## src/rtl/conv_result_framer.sv

```systemverilog
// Frames NUM_RESULTS snapshotted result bytes as SYNC, LEN, payload, CHECK and hands them to a uart_tx.
// Define FRAMER_CRC8_EN to make CHECK a CRC-8 (poly 0x07); otherwise CHECK is the additive mod-256 sum.
module conv_result_framer #(
    parameter int unsigned NUM_RESULTS = 10,
    parameter logic [7:0]  SYNC_BYTE   = 8'hA5,
    parameter int unsigned GAP_CYCLES  = 12,
    parameter int unsigned ACK_TIMEOUT = 16
) (
    input  logic                     clk_i,
    input  logic                     rst_i,
    input  logic                     start_i,
    input  logic [NUM_RESULTS*8-1:0] results_flat_i,
    output logic                     busy_o,
    output logic                     done_o,
    output logic                     tx_start_o,
    output logic [7:0]               tx_data_o,
    input  logic                     tx_busy_i
);

    localparam int unsigned CNT_MAX  = (GAP_CYCLES > ACK_TIMEOUT) ? GAP_CYCLES : ACK_TIMEOUT;
    localparam int unsigned CW       = $clog2(CNT_MAX + 1);
    localparam logic [8:0]  LAST_IDX = 9'(NUM_RESULTS + 2);
    localparam logic [7:0]  LEN_BYTE = 8'(NUM_RESULTS);
    localparam logic [CW-1:0] GAP_LOAD = CW'(GAP_CYCLES);
    localparam logic [CW-1:0] ACK_LOAD = CW'(ACK_TIMEOUT);

    typedef enum logic [2:0] {
        S_IDLE,
        S_LOAD,
        S_SEND,
        S_WAIT_ACK,
        S_WAIT_TX,
        S_GAP,
        S_DONE
    } state_t;

    state_t                   state_q, state_d;
    logic [8:0]               idx_q, idx_d;
    logic [CW-1:0]            cnt_q, cnt_d;
    logic [7:0]               chk_q, chk_d;
    logic [7:0]               tx_data_q, tx_data_d;
    logic [NUM_RESULTS*8-1:0] buf_q, buf_d;
    logic                     tx_start_c;
    logic                     done_c;

    logic [8:0] nidx;
    logic [7:0] poff;
    logic [7:0] payload_byte;
    logic [7:0] next_byte;

`ifdef FRAMER_CRC8_EN
    function automatic logic [7:0] chk_step(input logic [7:0] c, input logic [7:0] b);
        logic [7:0] r;
        r = c ^ b;
        for (int i = 0; i < 8; i++) begin
            r = r[7] ? ((r << 1) ^ 8'h07) : (r << 1);
        end
        return r;
    endfunction
`else
    function automatic logic [7:0] chk_step(input logic [7:0] c, input logic [7:0] b);
        return c + b;
    endfunction
`endif

    // Byte that follows the current index; CHECK comes from the running accumulator.
    always_comb begin
        nidx         = idx_q + 9'd1;
        poff         = nidx[7:0] - 8'd2;
        payload_byte = '0;
        for (int k = 0; k < int'(NUM_RESULTS); k++) begin
            if (poff == 8'(k)) payload_byte = buf_q[8*k +: 8];
        end
        if (nidx == 9'd1)          next_byte = LEN_BYTE;
        else if (nidx < LAST_IDX)  next_byte = payload_byte;
        else                       next_byte = chk_q;
    end

    always_comb begin
        state_d    = state_q;
        idx_d      = idx_q;
        cnt_d      = cnt_q;
        chk_d      = chk_q;
        tx_data_d  = tx_data_q;
        buf_d      = buf_q;
        tx_start_c = 1'b0;
        done_c     = 1'b0;
        case (state_q)
            S_IDLE: begin
                if (start_i) begin
                    buf_d   = results_flat_i;
                    state_d = S_LOAD;
                end
            end
            S_LOAD: begin
                idx_d     = '0;
                chk_d     = '0;
                tx_data_d = SYNC_BYTE;
                state_d   = S_SEND;
            end
            S_SEND: begin
                if (!tx_busy_i) begin
                    tx_start_c = 1'b1;
                    cnt_d      = ACK_LOAD;
                    state_d    = S_WAIT_ACK;
                end
            end
            S_WAIT_ACK: begin
                // Accumulate on acknowledge so a re-issued byte is counted once.
                if (tx_busy_i) begin
                    state_d = S_WAIT_TX;
                    if (idx_q != 9'd0 && idx_q != LAST_IDX) chk_d = chk_step(chk_q, tx_data_q);
                end else if (cnt_q <= CW'(1)) begin
                    state_d = S_SEND;
                end else begin
                    cnt_d = cnt_q - CW'(1);
                end
            end
            S_WAIT_TX: begin
                if (!tx_busy_i) begin
                    cnt_d   = GAP_LOAD;
                    state_d = S_GAP;
                end
            end
            S_GAP: begin
                if (cnt_q == '0) begin
                    if (idx_q == LAST_IDX) begin
                        state_d = S_DONE;
                    end else begin
                        idx_d     = nidx;
                        tx_data_d = next_byte;
                        state_d   = S_SEND;
                    end
                end else begin
                    cnt_d = cnt_q - CW'(1);
                end
            end
            S_DONE: begin
                done_c  = 1'b1;
                state_d = S_IDLE;
            end
            default: state_d = S_IDLE;
        endcase
    end

    always_ff @(posedge clk_i) begin
        if (rst_i) begin
            state_q   <= S_IDLE;
            idx_q     <= '0;
            cnt_q     <= '0;
            chk_q     <= '0;
            tx_data_q <= '0;
            buf_q     <= '0;
        end else begin
            state_q   <= state_d;
            idx_q     <= idx_d;
            cnt_q     <= cnt_d;
            chk_q     <= chk_d;
            tx_data_q <= tx_data_d;
            buf_q     <= buf_d;
        end
    end

    assign busy_o     = (state_q != S_IDLE);
    assign done_o     = done_c;
    assign tx_start_o = tx_start_c;
    assign tx_data_o  = tx_data_q;

endmodule

```

## config.mk

```make
export PLATFORM = sky130hd
export DESIGN_NAME = conv_result_framer
export DESIGN_NICKNAME = d
export VERILOG_FILES = /design/src/rtl/conv_result_framer.sv
export SDC_FILE = /design/constraint.sdc
export NUM_CORES = 1
export LEC_CHECK = 0
export ABC_AREA = 1
export ABC_CLOCK_PERIOD_IN_PS = 3200
export BUFFER_PORTS_ARGS = -buffer_cell sky130_fd_sc_hd__buf_2
export CORE_MARGIN = 2
export CORE_UTILIZATION = 52
export DETAILED_ROUTE_END_ITERATION = 8
export HOLD_SLACK_MARGIN = 0.1
export PLACE_DENSITY = 0.74
export SYNTH_ARGS = -nofsm -noshare
export SYNTH_HDL_FRONTEND = slang
export SYNTH_SLANG_ARGS = --single-unit
```

## constraint.sdc

```tcl
create_clock -name clk_i -period 3.2 [get_ports clk_i]
set_clock_uncertainty 0.2 [all_clocks]
set_input_delay 0.32 -clock clk_i [delete_from_list [all_inputs] [get_ports clk_i]]
set_output_delay 0.32 -clock clk_i [all_outputs]
set_load 0.05 [all_outputs]
```

# Yosys cells after proc, flatten, opt, wreduce, memory -nomap -nowiden
# Cells that the tools add are included.
# word_totals
in_bits	84
regBits	113
output_inout_bits	11
# op_classes
n_reduce_logical	14
n_lt_le_gt_ge	2
mux	38
eq_ne	29
addsub	4
# op_table
operator	n
two-way mux 8 bit	16
== test 8 x 3 -> 1 bit, second input constant	4
one-hot mux 8 bit (2 select lines)	2
two-way mux 5 bit	5
two-way mux 3 bit	7
inequality test 2 bit, second input constant	10
one-hot mux 5 bit (4 select lines)	1
two-way mux 9 bit	2
one-hot mux 3 bit (6 select lines)	1
one-hot mux 9 bit (2 select lines)	1
== test 8 x 2 -> 1 bit, second input constant	2
== test 8 x 4 -> 1 bit, second input constant	2
adder 9 x 1 -> 9 bit, second input constant	1
== test 3 bit, second input constant	3
== test 9 x 1 -> 1 bit, second input constant	1
== test 9 x 4 -> 1 bit, second input constant	1
less-than comparator 9 x 4 -> 1 bit, second input constant	1
inequality test 9 x 4 -> 1 bit, second input constant	1
nonzero test 9 bit	1
adder 8 bit	1
== test 8 x 1 -> 1 bit, second input constant	1
zero test 8 bit	1
subtractor 8 x 2 -> 8 bit, second input constant	1
== test 3 x 2 -> 1 bit, second input constant	2
15 further kinds	19

# Logic depth before layout (Yosys ltp)
# Gate-level depths: netlist of the first run.
# logic_depth
ltp_word	18
depth_mapped	28
ltp_nobuf	27

# Worst setup path after synthesis of the first run
# OpenSTA, ideal clock, no wires.
# synth_path
path_kind	register to register
from	register idx_q[1]
to	register tx_data_q[4], in the netlist tx_data_o[4]
stages_incl_launch_ff	23
setup_ns	0.067
synth_period_minus_slack_ns	3.051
t_arrival_ns	2.783
slack_ns	0.149
path_cell_list	dfxtp_1 ha_1 inv_1 nand2_1 nand2_1 ha_1 nand3_2 inv_1 nor2_2 inv_1 or2_2 or2_1 buf_6 buf_6 o21ai_1 inv_1 nand2_1 nand2_1 nand3_1 nand2_1 nand2_1 nand2_1 a21oi_2
# synth_between
elab_chain_cells	18
word_cells_on_any_way	32
cone_classes	add/sub: 2; order compare: 1; eq/ne: 12; mux: 15; reduce/logical: 2
# synth_rtl
item	line_no	source
start: declaration	38	logic [8:0] idx_q, idx_d;
start signal: assignment	156	idx_q <= idx_d;
adder 9 x 1 -> 9 bit	68	nidx = idx_q + 9'd1;
subtractor 8 x 2 -> 8 bit	69	poff = nidx[7:0] - 8'd2;
zero test 8 bit	72	if (poff == 8'(k)) payload_byte = buf_q[8*k +: 8];
two-way mux 8 bit (10 in series)	72	
two-way mux 8 bit	75	else if (nidx < LAST_IDX) next_byte = payload_byte;
two-way mux 8 bit	74	if (nidx == 9'd1) next_byte = LEN_BYTE;
two-way mux 8 bit	127	if (idx_q == LAST_IDX) begin
two-way mux 8 bit	126	if (cnt_q == '0) begin
one-hot mux 8 bit (2 select lines)	88	case (state_q)
end signal: assignment	159	tx_data_q <= tx_data_d;
end: declaration	41	logic [7:0] tx_data_q, tx_data_d;
# Several ways; a longest one is shown, not always the timed one. The select of a mux whose other input is x is not followed.
# A chain may end at the register's enable or synchronous reset.

# Worst setup path after layout of the first run
# layout_path
from	register idx_q[0]
to	register tx_data_q[0], in the netlist tx_data_o[0]
# Same word-level chain as after synthesis.

==> impl_metrics.csv, run 1 <==
group,metric,value,unit
floorplanning,fp.coreArea,11500,µm²
clocking,cts_tree,"yes",
floorplanning,ios,95,
drt,drtPass1Iterations,5,
placement,dpl.hpwl,10400,µm
power,p_switching,1.65,mW
flow_run,cap_viol_max_count,0,
setup_path,critical_path_required,3.35,ns
timing,fin_crit_sh,95.0,%
timing,fmax,0.329,GHz
power,p_clk_share,37.1,%
setup_path,r2r_slack,0.16,ns
synthesis,synth_seq_cells,113,
power,peakVddDrop,0.590,mV
clocking,worstSkewPairLatency,0.42,ns
layout,antenna_cells,0,
synthesis,synth_top_cell_by_area,"dfxtp_1",
clocking,clock-root-buffer,"clkbuf_16",
power,netSwitchingFraction,32.4,%
clocking,htreeDepth,4,
synthesis,synthArstFlopShare,0,%
worst_hold_path,worstHoldPathType,"input pin to register",
clocking,cts.sinks,113,
synthesis,ys_seq_area_share,36.8,%
placement,place_congestion,0.888,
layout,final-seq-area,2270,µm²
timing,maxSlewHeadroom,55.3,%
timing,finalHoldViolCount,0,
setup_path,critPathArrivalTime,3.19,ns
synthesis,avgSynthCellArea,6.58,µm²
grt,grt_pass1_wl,27800,µm
power,pwr-share-seq,37.7,%
floorplanning,start_util,53.6,%
setup_path,crit_buf_inv,5,
layout,final_util,73.3,%
grt,antenna_found_initial,0,
setup_path,critPathMaxFanout,7,
timing,rsz0062_at_grt,"true",
floorplanning,num_rows,39,
layout,nNetsFinal,1216,
drt,wirelength_met1,7570,µm
grt,grt_max_degree,69,
setup_path,cp_cell_sequence,"inv_4 -> ha_4 -> inv_4 -> ha_4 -> nand3_4 -> nor2_4 -> nand2_1 -> nand2_1 -> nand3_2 -> nor2_4 -> buf_6 -> nand2_4 -> or2_4 -> buf_6 -> o21ai_2 -> inv_1 -> nand2_1 -> nand2_1 -> nand3_1 -> nand2_1 -> nand2_1 -> nand2_1 -> a21oi_1",
drt,routed.top_layer,"met4",
synthesis,post_synth_num_cell_types,39,
timing,maxSlewViolCount,0,
power,p_comb_share,25.2,%
floorplanning,dieArea,12700,µm²
drt,antenna_left,0,
setup_path,critical_path_class,"register to register",
timing,worst_pin_slew,0.670,ns
power,pwr_density_cell,605,nW/µm²
power,p_leak,3.79,nW
power,totalPowerFinal,5.09,mW
grt,first_global_vias,6157,
clocking,clk_path_buf_depth,2,
setup_path,cp-start-kind,"register",
synthesis,synthCells,933,
setup_path,path_delay_family,"simple AND/OR/NAND/NOR gates",
setup_path,setup.worst_path.end_class,"register",
setup_path,slowest_stage,"dfxtp_4",
setup_path,slowest_delay,0.39,ns
synthesis,yosysWarnings,0,
drt,wl_met2,8360,µm
layout,multi_input_area,3170,µm²
drt,drc,0,
clocking,clkSlewWorstSetupHoldPaths,0.05,ns
layout,drive_above_1_share,19.1,%
layout,area_growth,36.9,%
synthesis,synth_ff_type,"dfxtp_1",
floorplanning,fp.dieH,113,µm
drt,viasPerCell,5.17,
layout,fillCellCount,876,
synthesis,synth_top_area_share,36.8,%
clocking,numCtsBuffers,17,
grt,grt-ovfl-total,0,
synthesis,synth_area_leaders,"dfxtp_1 37%, nand2_1 12%, o21ai_0 11%, inv_1 10%, a21oi_1 9.2%",
floorplanning,die_w,113,µm
power,p_int,3.44,mW
drt,dr_wl_met3,950,µm
timing,finalCriticalPeriod,3.04,ns
placement,portBuffers,94,
drt,drt-total-wl,17200,µm
synthesis,syn_area,6140,µm²
run_status,status,"finished clean",
synthesis,synth_edf_count,0,
timing,setup_viol,0,
drt,wire_per_inst,13.6,µm
grt,track_usage,27.0,%
synthesis,synth_nets,1034,
drt,drt_iter0_drc,511,
setup_path,crit_top_cell,"nand2_1",
drt,vias,6567,
==> stage by stage <==
step                instance area [µm²]  hold WS, ns  std cells  worst slack, ns  setup TNS [ns]
floorplan                          6140        0.220        933            0.149               0
global placement                   6840        0.230       1156          0.00200               0
detailed placement                 6840        0.234       1156          -0.0483          -0.138
CTS                                8230        0.190       1267           0.0114               0
global route                       8400        0.226       1270          -0.0755          -0.457
finish                             8400        0.196       1270            0.161               0
==> power by group through the flow <==
stage | Clock [mW] | Sequential [mW] | Combinational (mW)
global placement | 0 | 1.93 | 1.16
finish | 1.89 | 1.92 | 1.28
detailed placement | 0 | 1.94 | 1.17
global route | 1.96 | 1.96 | 1.44
CTS | 1.89 | 1.92 | 1.26
floorplan | 0 | 1.96 | 0.824
==> cells in the mapped netlist, types with 2 or more instances <==
library cell  instances
a31oi_1               3
o211a_1               2
buf_2                 2
o21ai_1               6
nand2_2               4
dfxtp_1             113
buf_4                 2
nand2_1             189
a211oi_1              2
inv_1               170
ha_1                 16
nor3_4                2
nand3b_1              5
a21oi_2               4
clkbuf_1             34
a21oi_1             113
nor2_2                4
o21ai_2               2
nand3_2               2
o211ai_1              2
nor3_1                7
nand4_1               8
o21ai_0             134
inv_2                 4
xor2_1                4
buf_6                 4
nor2_1               54
or2_2                 4
nand3_1              27
==> what timing repair did <==
| item | 4_1_cts | 5_1_grt |
|---|---|---|
| endpoints found under the setup margin | 7 | 8 |
| resized for setup | 4 | 54 |
| buffers inserted | 0 | 2 |
| gates cloned | 0 | 1 |
| endpoints found under the hold margin | 80 | 0 |
| pin swaps | 0 | 13 |
| hold buffers | 80 | 0 |
==> cell type report <==
cell class / instances / area share, %
clock inverter: 10 / 1.62
tap: 143 / 2.13
multi-input combinational: 604 / 37.7
sequential: 113 / 27.0
inverter: 175 / 7.88
timing repair buffer: 204 / 18.3
clock buffer: 21 / 5.36
==> worst register-to-register path, cell delays in order, from the launching register on <==
cell     delay, ns
dfxtp_4       0.39
inv_4         0.05
ha_4          0.24
inv_4         0.06
ha_4          0.14
nand3_4       0.09
nor2_4        0.13
nand2_1       0.06
nand2_1       0.08
nand3_2       0.10
nor2_4        0.19
buf_6         0.16
nand2_4       0.05
or2_4         0.29
buf_6         0.13
o21ai_2       0.09
inv_1         0.04
nand2_1       0.05
nand2_1       0.06
nand3_1       0.06
nand2_1       0.05
nand2_1       0.07
nand2_1       0.05
a21oi_1       0.13
==> worst paths after layout <==
path / to / cells after the start / startpoint
max: tx_data_o[0]$_SDFFE_PP0P_ / 23 / idx_q[0]$_SDFFE_PP0P_
min: state_q[2]$_SDFFE_PP0P_ / 3 / rst_i
max reg2reg: tx_data_o[0]$_SDFFE_PP0P_ / 23 / idx_q[0]$_SDFFE_PP0P_
min reg2reg: buf_q[53]$_SDFFE_PP0P_ / 2 / buf_q[53]$_SDFFE_PP0P_
==> cells by family (layout without fill, tap and decap cells) <==
| family | after synthesis | in the layout | share of synthesized area [%] |
|---|---|---|---|
| adder cells (fa/ha/maj) | 17 | 17 | 3.59 |
| buffers and inverters | 217 | 410 | 13.9 |
| AND/OR/NAND/NOR | 310 | 311 | 21.9 |
| flip-flops | 113 | 113 | 36.8 |
| XOR/XNOR | 5 | 5 | 0.713 |
| AO/OA/AOI/OAI | 271 | 271 | 23.0 |
==> state kept, by name, indices dropped and copies added (netlist names) <==
| name | count |
|---|---|
| buf_q | 80 |
| tx_data_o | 8 |
| cnt_q | 5 |
| chk_q | 8 |
| state_q | 3 |
| idx_q | 9 |
==> layout by cell type (no fill, tap or decap), drive strengths merged, types with 3 or more instances in the layout <==
master,count
or2,6
bufinv,3
buf,124
a31oi,3
a21oi,117
clkinv,5
nor2,59
o21ai,142
ha,16
nand4,8
dfxtp,113
dlygate4sd3,80
nand3,29
nand2,194
nand3b,5
clkbuf,21
xor2,4
inv,174
clkinvlp,3
nor3,10
==> per-layer routing <==
metal / vias up / GRT usage (%)
met2: 216 / 46.2
met4: 0 / 10.2
met1: 2979 / 33.8
met5: - / 0
met3: 33 / 5.18
li1: 3339 / -
(Power assumes the default switching activity.)
==> run 2, diff against run 1 <==
PLACE_DENSITY = 0.77   (was 0.74)
==> impl_metrics.csv, run 2 (synthesis results as in run 1) <==
group,metric,value,unit
run_status,status,"finished clean",
layout,final_util,73.3,%
power,totalPowerFinal,5.13,mW
clocking,worstSkewPairLatency,0.43,ns
timing,maxSlewHeadroom,54.6,%
flow_run,cap_viol_max_count,0,
layout,drive_above_1_share,18.8,%
timing,finalHoldViolCount,0,
grt,antenna_found_initial,0,
floorplanning,num_rows,39,
setup_path,cp_cell_sequence,"ha_4 -> inv_2 -> nand2_1 -> nand2_2 -> ha_4 -> nand3_4 -> nor2_4 -> nand2_1 -> nand2_1 -> nand3_2 -> nor2_4 -> buf_6 -> nand2_4 -> or2_4 -> o21ai_2 -> inv_1 -> nand2_1 -> nand3_1 -> nand3b_1 -> nand2_1 -> nand2_1 -> nand2_1 -> a21oi_2",
drt,viasPerCell,5.14,
layout,largest_register_ffs,80,
setup_path,crit_top_cell,"nand2_1",
timing,whs,0.204,ns
grt,first_global_vias,6328,
grt,grt_pass1_wl,28900,µm
layout,area_growth,36.9,%
drt,drt_iter0_drc,365,
floorplanning,die_w,113,µm
layout,final_common_cell,"nand2_1",
timing,maxSlewViolCount,0,
floorplanning,fp.coreArea,11500,µm²
worst_hold_path,worstHoldPathType,"input pin to register",
clocking,clock-root-buffer,"clkbuf_16",
setup_path,setup.worst_path.end_class,"register",
setup_path,critPathArrivalTime,3.24,ns
placement,place_congestion,0.900,
drt,vias,6531,
timing,finalCriticalPeriod,3.08,ns
power,peakVddDrop,0.548,mV
power,p_leak,3.79,nW
timing,setup_viol,0,
timing,fmax,0.324,GHz
power,pwr_density_cell,610,nW/µm²
clocking,cts.sinks,113,
layout,antenna_cells,0,
grt,grt-ovfl-total,0,
timing,worst_pin_slew,0.681,ns
layout,instances_no_fill,1271,
setup_path,cp-start-kind,"register",
clocking,htreeDepth,4,
setup_path,critical_path_required,3.35,ns
floorplanning,fp.dieH,113,µm
clocking,cts_tree,"yes",
setup_path,critPathMaxFanout,8,
layout,top_register,"buf_q",
drt,antenna_left,0,
drt,drtPass1Iterations,8,
layout,nNetsFinal,1216,
floorplanning,dieArea,12700,µm²
clocking,numCtsBuffers,17,
grt,grt_max_degree,58,
floorplanning,ios,95,
placement,place_inst,1156,
setup_path,critical_path_class,"register to register",
timing,rsz0062_at_grt,"true",
layout,reg_top3,"buf_q: 80 flops, idx_q: 9 flops",
setup_path,slowest_delay,0.36,ns
placement,dpl.hpwl,10500,µm
layout,layout_common_cells,"182 x nand2_1, 165 x inv_1, 123 x o21ai_0, 112 x a21oi_1, 110 x dfxtp_1",
setup_path,slowest_stage,"dfxtp_4",
clocking,clk_path_buf_depth,2,
drt,wire_per_inst,13.9,µm
clocking,clkSlewWorstSetupHoldPaths,0.05,ns
layout,final_area,8410,µm²
drt,drt-total-wl,17700,µm
placement,dpl_cell_area,6840,µm²
grt,track_usage,28.2,%
timing,fin_crit_sh,96.4,%
drt,drc,0,
floorplanning,start_util,53.6,%
placement,portBuffers,94,
[run 2: power by group]
part	total (mW)	switching, mW	leakage, nW	internal [mW]
Combinational	1.30	0.849	2.58	0.455
Clock	1.91	0.686	0.275	1.22
Sequential	1.92	0.164	0.931	1.75
Total	5.13	1.70	3.79	3.43
[run 2: area by class of cell]
type	instances	area (µm²)
repair buffers	204	1540
inverters	175	662
multi-input cells	604	3160
clock buffers	19	433
fillers	852	3060
flip-flops and latches	113	2270
well taps	143	179
clock inverters	13	164
[run 2: metrics by stage]
step	TNS, ns	worst slack, ns
3_3_place_gp	0	0.0142
3_5_place_dp	-0.207	-0.0659
6_report	0	0.117
5_1_grt	-0.543	-0.0983
4_1_cts	0	0.0275
2_1_floorplan	0	0.149
[run 2: worst max-delay path: cells and delay by family, from the launching register on]
| family | cells | cell delay [ns] |
|---|---|---|
| adder cells (fa/ha/maj) | 2 | 0.33 |
| AO/OA/AOI/OAI | 2 | 0.26 |
| buffers and inverters | 3 | 0.25 |
| flip-flops | 1 | 0.36 |
| AND/OR/NAND/NOR | 16 | 1.59 |
[run 2: timing repair]
action / in CTS / in global routing
gates resized for setup: 4 / 49
pin swaps: 0 / 14
endpoints found under the hold margin: 80 / 0
setup endpoints to repair: 6 / 8
setup buffers: 0 / 2
hold buffers: 80 / 0
cloned: 0 / 1
[run 2: path summary, 6_finish.rpt]
path | slack, ns | depth (start not counted) | from | end
max | 0.12 | 23 | idx_q[1]$_SDFFE_PP0P_ | tx_data_o[1]$_SDFFE_PP0P_
min | 0.20 | 3 | rst_i | state_q[2]$_SDFFE_PP0P_
max reg2reg | 0.12 | 23 | idx_q[1]$_SDFFE_PP0P_ | tx_data_o[1]$_SDFFE_PP0P_
min reg2reg | 0.24 | 2 | buf_q[73]$_SDFFE_PP0P_ | buf_q[73]$_SDFFE_PP0P_
[run 2: layer usage]
metal  vias to the layer above  GRT usage [%]  share of wire, %
met5                         -              0                 0
met4                         0           11.1               2.5
met3                        40           5.24               5.5
met2                       214           49.3                49
met1                      2942           34.3                43
li1                       3335              -                 -
==> run 3, diff against run 2 <==
ABC_CLOCK_PERIOD_IN_PS = 3100   (was 3200)
CORE_MARGIN = default   (was 2)
CORE_UTILIZATION = 57   (was 52)
PLACE_DENSITY = 0.8   (was 0.77)
clock period = 3.1 ns   (was 3.2 ns; I/O delays follow)
==> impl_metrics.csv, run 3 (synthesis results as in run 1) <==
group,metric,value,unit
power,peakVddDrop,0.473,mV
drt,drt-total-wl,20000,µm
power,p_clk_share,36.5,%
power,pwr-share-seq,37.5,%
setup_path,critical_path_class,"register to register",
clocking,cts.sinks,113,
grt,track_usage,34.5,%
run_status,failed_checks,"negative setup slack",
setup_path,crit_top_cell,"nand2_1",
power,pwr_density_cell,611,nW/µm²
grt,gr-usage-met2,60.6,%
power,netSwitchingFraction,33.9,%
layout,largest_register_ffs,80,
timing,setup_slack,-0.217,ns
setup_path,critical_path_required,3.37,ns
power,p_int,3.51,mW
grt,busiest_layer,"met2",
placement,portBuffers,94,
layout,final-seq-area,2270,µm²
grt,first_global_vias,6639,
layout,fillCellCount,599,
timing,finalCriticalPeriod,3.32,ns
layout,reg_top3,"buf_q: 80 flops, idx_q: 9 flops",
setup_path,setup.worst_path.end_class,"register",
grt,grtUsageMet3,7.36,%
drt,viasPerCell,5.50,
grt,antenna_found_initial,1,
setup_path,critPathArrivalTime,3.58,ns
run_status,status,"complete, but fails checks",
layout,final_common_cell,"nand2_1",
power,p_leak,3.93,nW
clocking,clk_path_buf_depth,2,
power,p_switching,1.80,mW
layout,nNetsFinal,1239,
setup_path,slowest_stage,"dfxtp_4",
setup_path,slowest_delay,0.36,ns
drt,drt_iter0_drc,575,
grt,gr-usage-met1,39.5,%
drt,vias,7086,
timing,maxSlewHeadroom,53.1,%
layout,top_register,"buf_q",
floorplanning,ios,95,
clocking,htreeDepth,4,
setup_path,cp-start-kind,"register",
placement,place_congestion,0.895,
floorplanning,fp.dieH,106,µm
clocking,cts_tree,"yes",
layout,multi_input_area,3250,µm²
drt,drtPass1Iterations,7,
grt,grt_max_degree,72,
placement,dpl_worst_slack,-0.126,ns
clocking,worstSkewPairLatency,0.53,ns
grt,grt_pass1_wl,30300,µm
timing,maxSlewViolCount,0,
timing,finalHoldViolCount,0,
placement,dpl.hpwl,10600,µm
grt,grt-ovfl-total,0,
floorplanning,dieArea,11200,µm²
drt,drc,0,
layout,area_growth,41.4,%
timing,fin_crit_sh,107,%
layout,drive_above_1_share,22.4,%
flow_run,cap_viol_max_count,0,
layout,layout_common_cells,"172 x nand2_1, 162 x inv_1, 128 x o21ai_0, 111 x a21oi_1, 109 x dfxtp_1",
clocking,numCtsBuffers,17,
worst_hold_path,worstHoldPathType,"input pin to register",
power,p_comb_share,26.0,%
drt,wire_per_inst,15.5,µm
timing,fmax,0.302,GHz
timing,worst_pin_slew,0.703,ns
floorplanning,die_w,106,µm
clocking,clkSlewWorstSetupHoldPaths,0.06,ns
drt,antenna_left,0,
floorplanning,num_rows,37,
timing,tns,-0.758,ns
setup_path,critPathMaxFanout,9,
timing,rsz0062_at_grt,"true",
timing,setup_viol,6,
floorplanning,start_util,59.2,%
floorplanning,fp.coreArea,10400,µm²
clocking,clock-root-buffer,"clkbuf_8",
-- run 3: cell count changes in the layout (fill, tap and decap cells not counted), moves of 4 or more --
cell     change
nor2_1       -6
o21ai_0      +5
buf_4       +20
nor2_4       +4
o21ai_1      -5
nand2_2      +9
nand2_1     -10
-- run 3: timing repair --
action | in CTS | in global routing
pin swaps | 10 | 31
endpoints found under the setup margin | 8 | 8
hold buffers | 81 | 0
setup buffers | 4 | 9
resized for setup | 24 | 55
hold endpoints to repair | 104 | 0
cloned | 1 | 0
-- run 3: worst max-delay path: cells and delay by family (launching register included) --
kind | cells | cell delay [ns]
AND/OR/NAND/NOR | 21 | 1.72
flip-flops | 1 | 0.36
AO/OA/AOI/OAI | 2 | 0.34
adder cells (fa/ha/maj) | 2 | 0.32
buffers and inverters | 3 | 0.30
-- run 3: final timing paths --
path | from | to | slack [ns] | cells past startpoint
setup / recovery | idx_q[1]$_SDFFE_PP0P_ | tx_data_o[6]$_SDFFE_PP0P_ | -0.22 | 28
hold / removal | tx_busy_i | cnt_q[4]$_SDFFE_PP0P_ | 0.12 | 5
setup reg to reg | idx_q[1]$_SDFFE_PP0P_ | tx_data_o[6]$_SDFFE_PP0P_ | -0.22 | 28
hold reg to reg | buf_q[52]$_SDFFE_PP0P_ | buf_q[52]$_SDFFE_PP0P_ | 0.25 | 2
-- run 3: cell type report --
cell class,instances,area share [%]
Timing Repair Buffer,228,20.1
Clock buffer,19,4.85
Antenna cell,1,0.0288
Inverter,175,7.62
Multi-Input combinational cell,603,37.4
Sequential cell,113,26.2
Clock inverter,13,1.86
Tap cell,136,1.96
-- run 3: metrics by stage --
stage                     instances  hold WS [ns]  util [%]  cell area (µm²)  power, mW
after floorplan                 933         0.220         -             6140       2.87
after global placement         1161         0.228      66.9             6930       3.19
after detailed placement       1161         0.232      66.9             6930       3.22
after CTS                      1279         0.106      81.5             8450       5.23
after global routing           1288         0.178      83.8             8690       5.57
final                          1288         0.115      83.8             8690       5.31
-- run 3: routing by layer --
layer | vias up | routed length (µm) | part of all wire [%]
li1 | 3388 | - | -
met2 | 401 | 9740 | 49
met3 | 99 | 1590 | 7.9
met4 | 0 | 968 | 4.8
met5 | - | 0 | 0
met1 | 3198 | 7730 | 39
-- run 3: power by group through the flow --
stage | registers, mW | clock network [mW] | logic, mW
6_report | 1.99 | 1.94 | 1.38
5_1_grt | 2.02 | 2.02 | 1.53
4_1_cts | 1.97 | 1.94 | 1.32
3_5_place_dp | 2.00 | 0 | 1.22
3_3_place_gp | 1.99 | 0 | 1.20
2_1_floorplan | 2.02 | 0 | 0.850
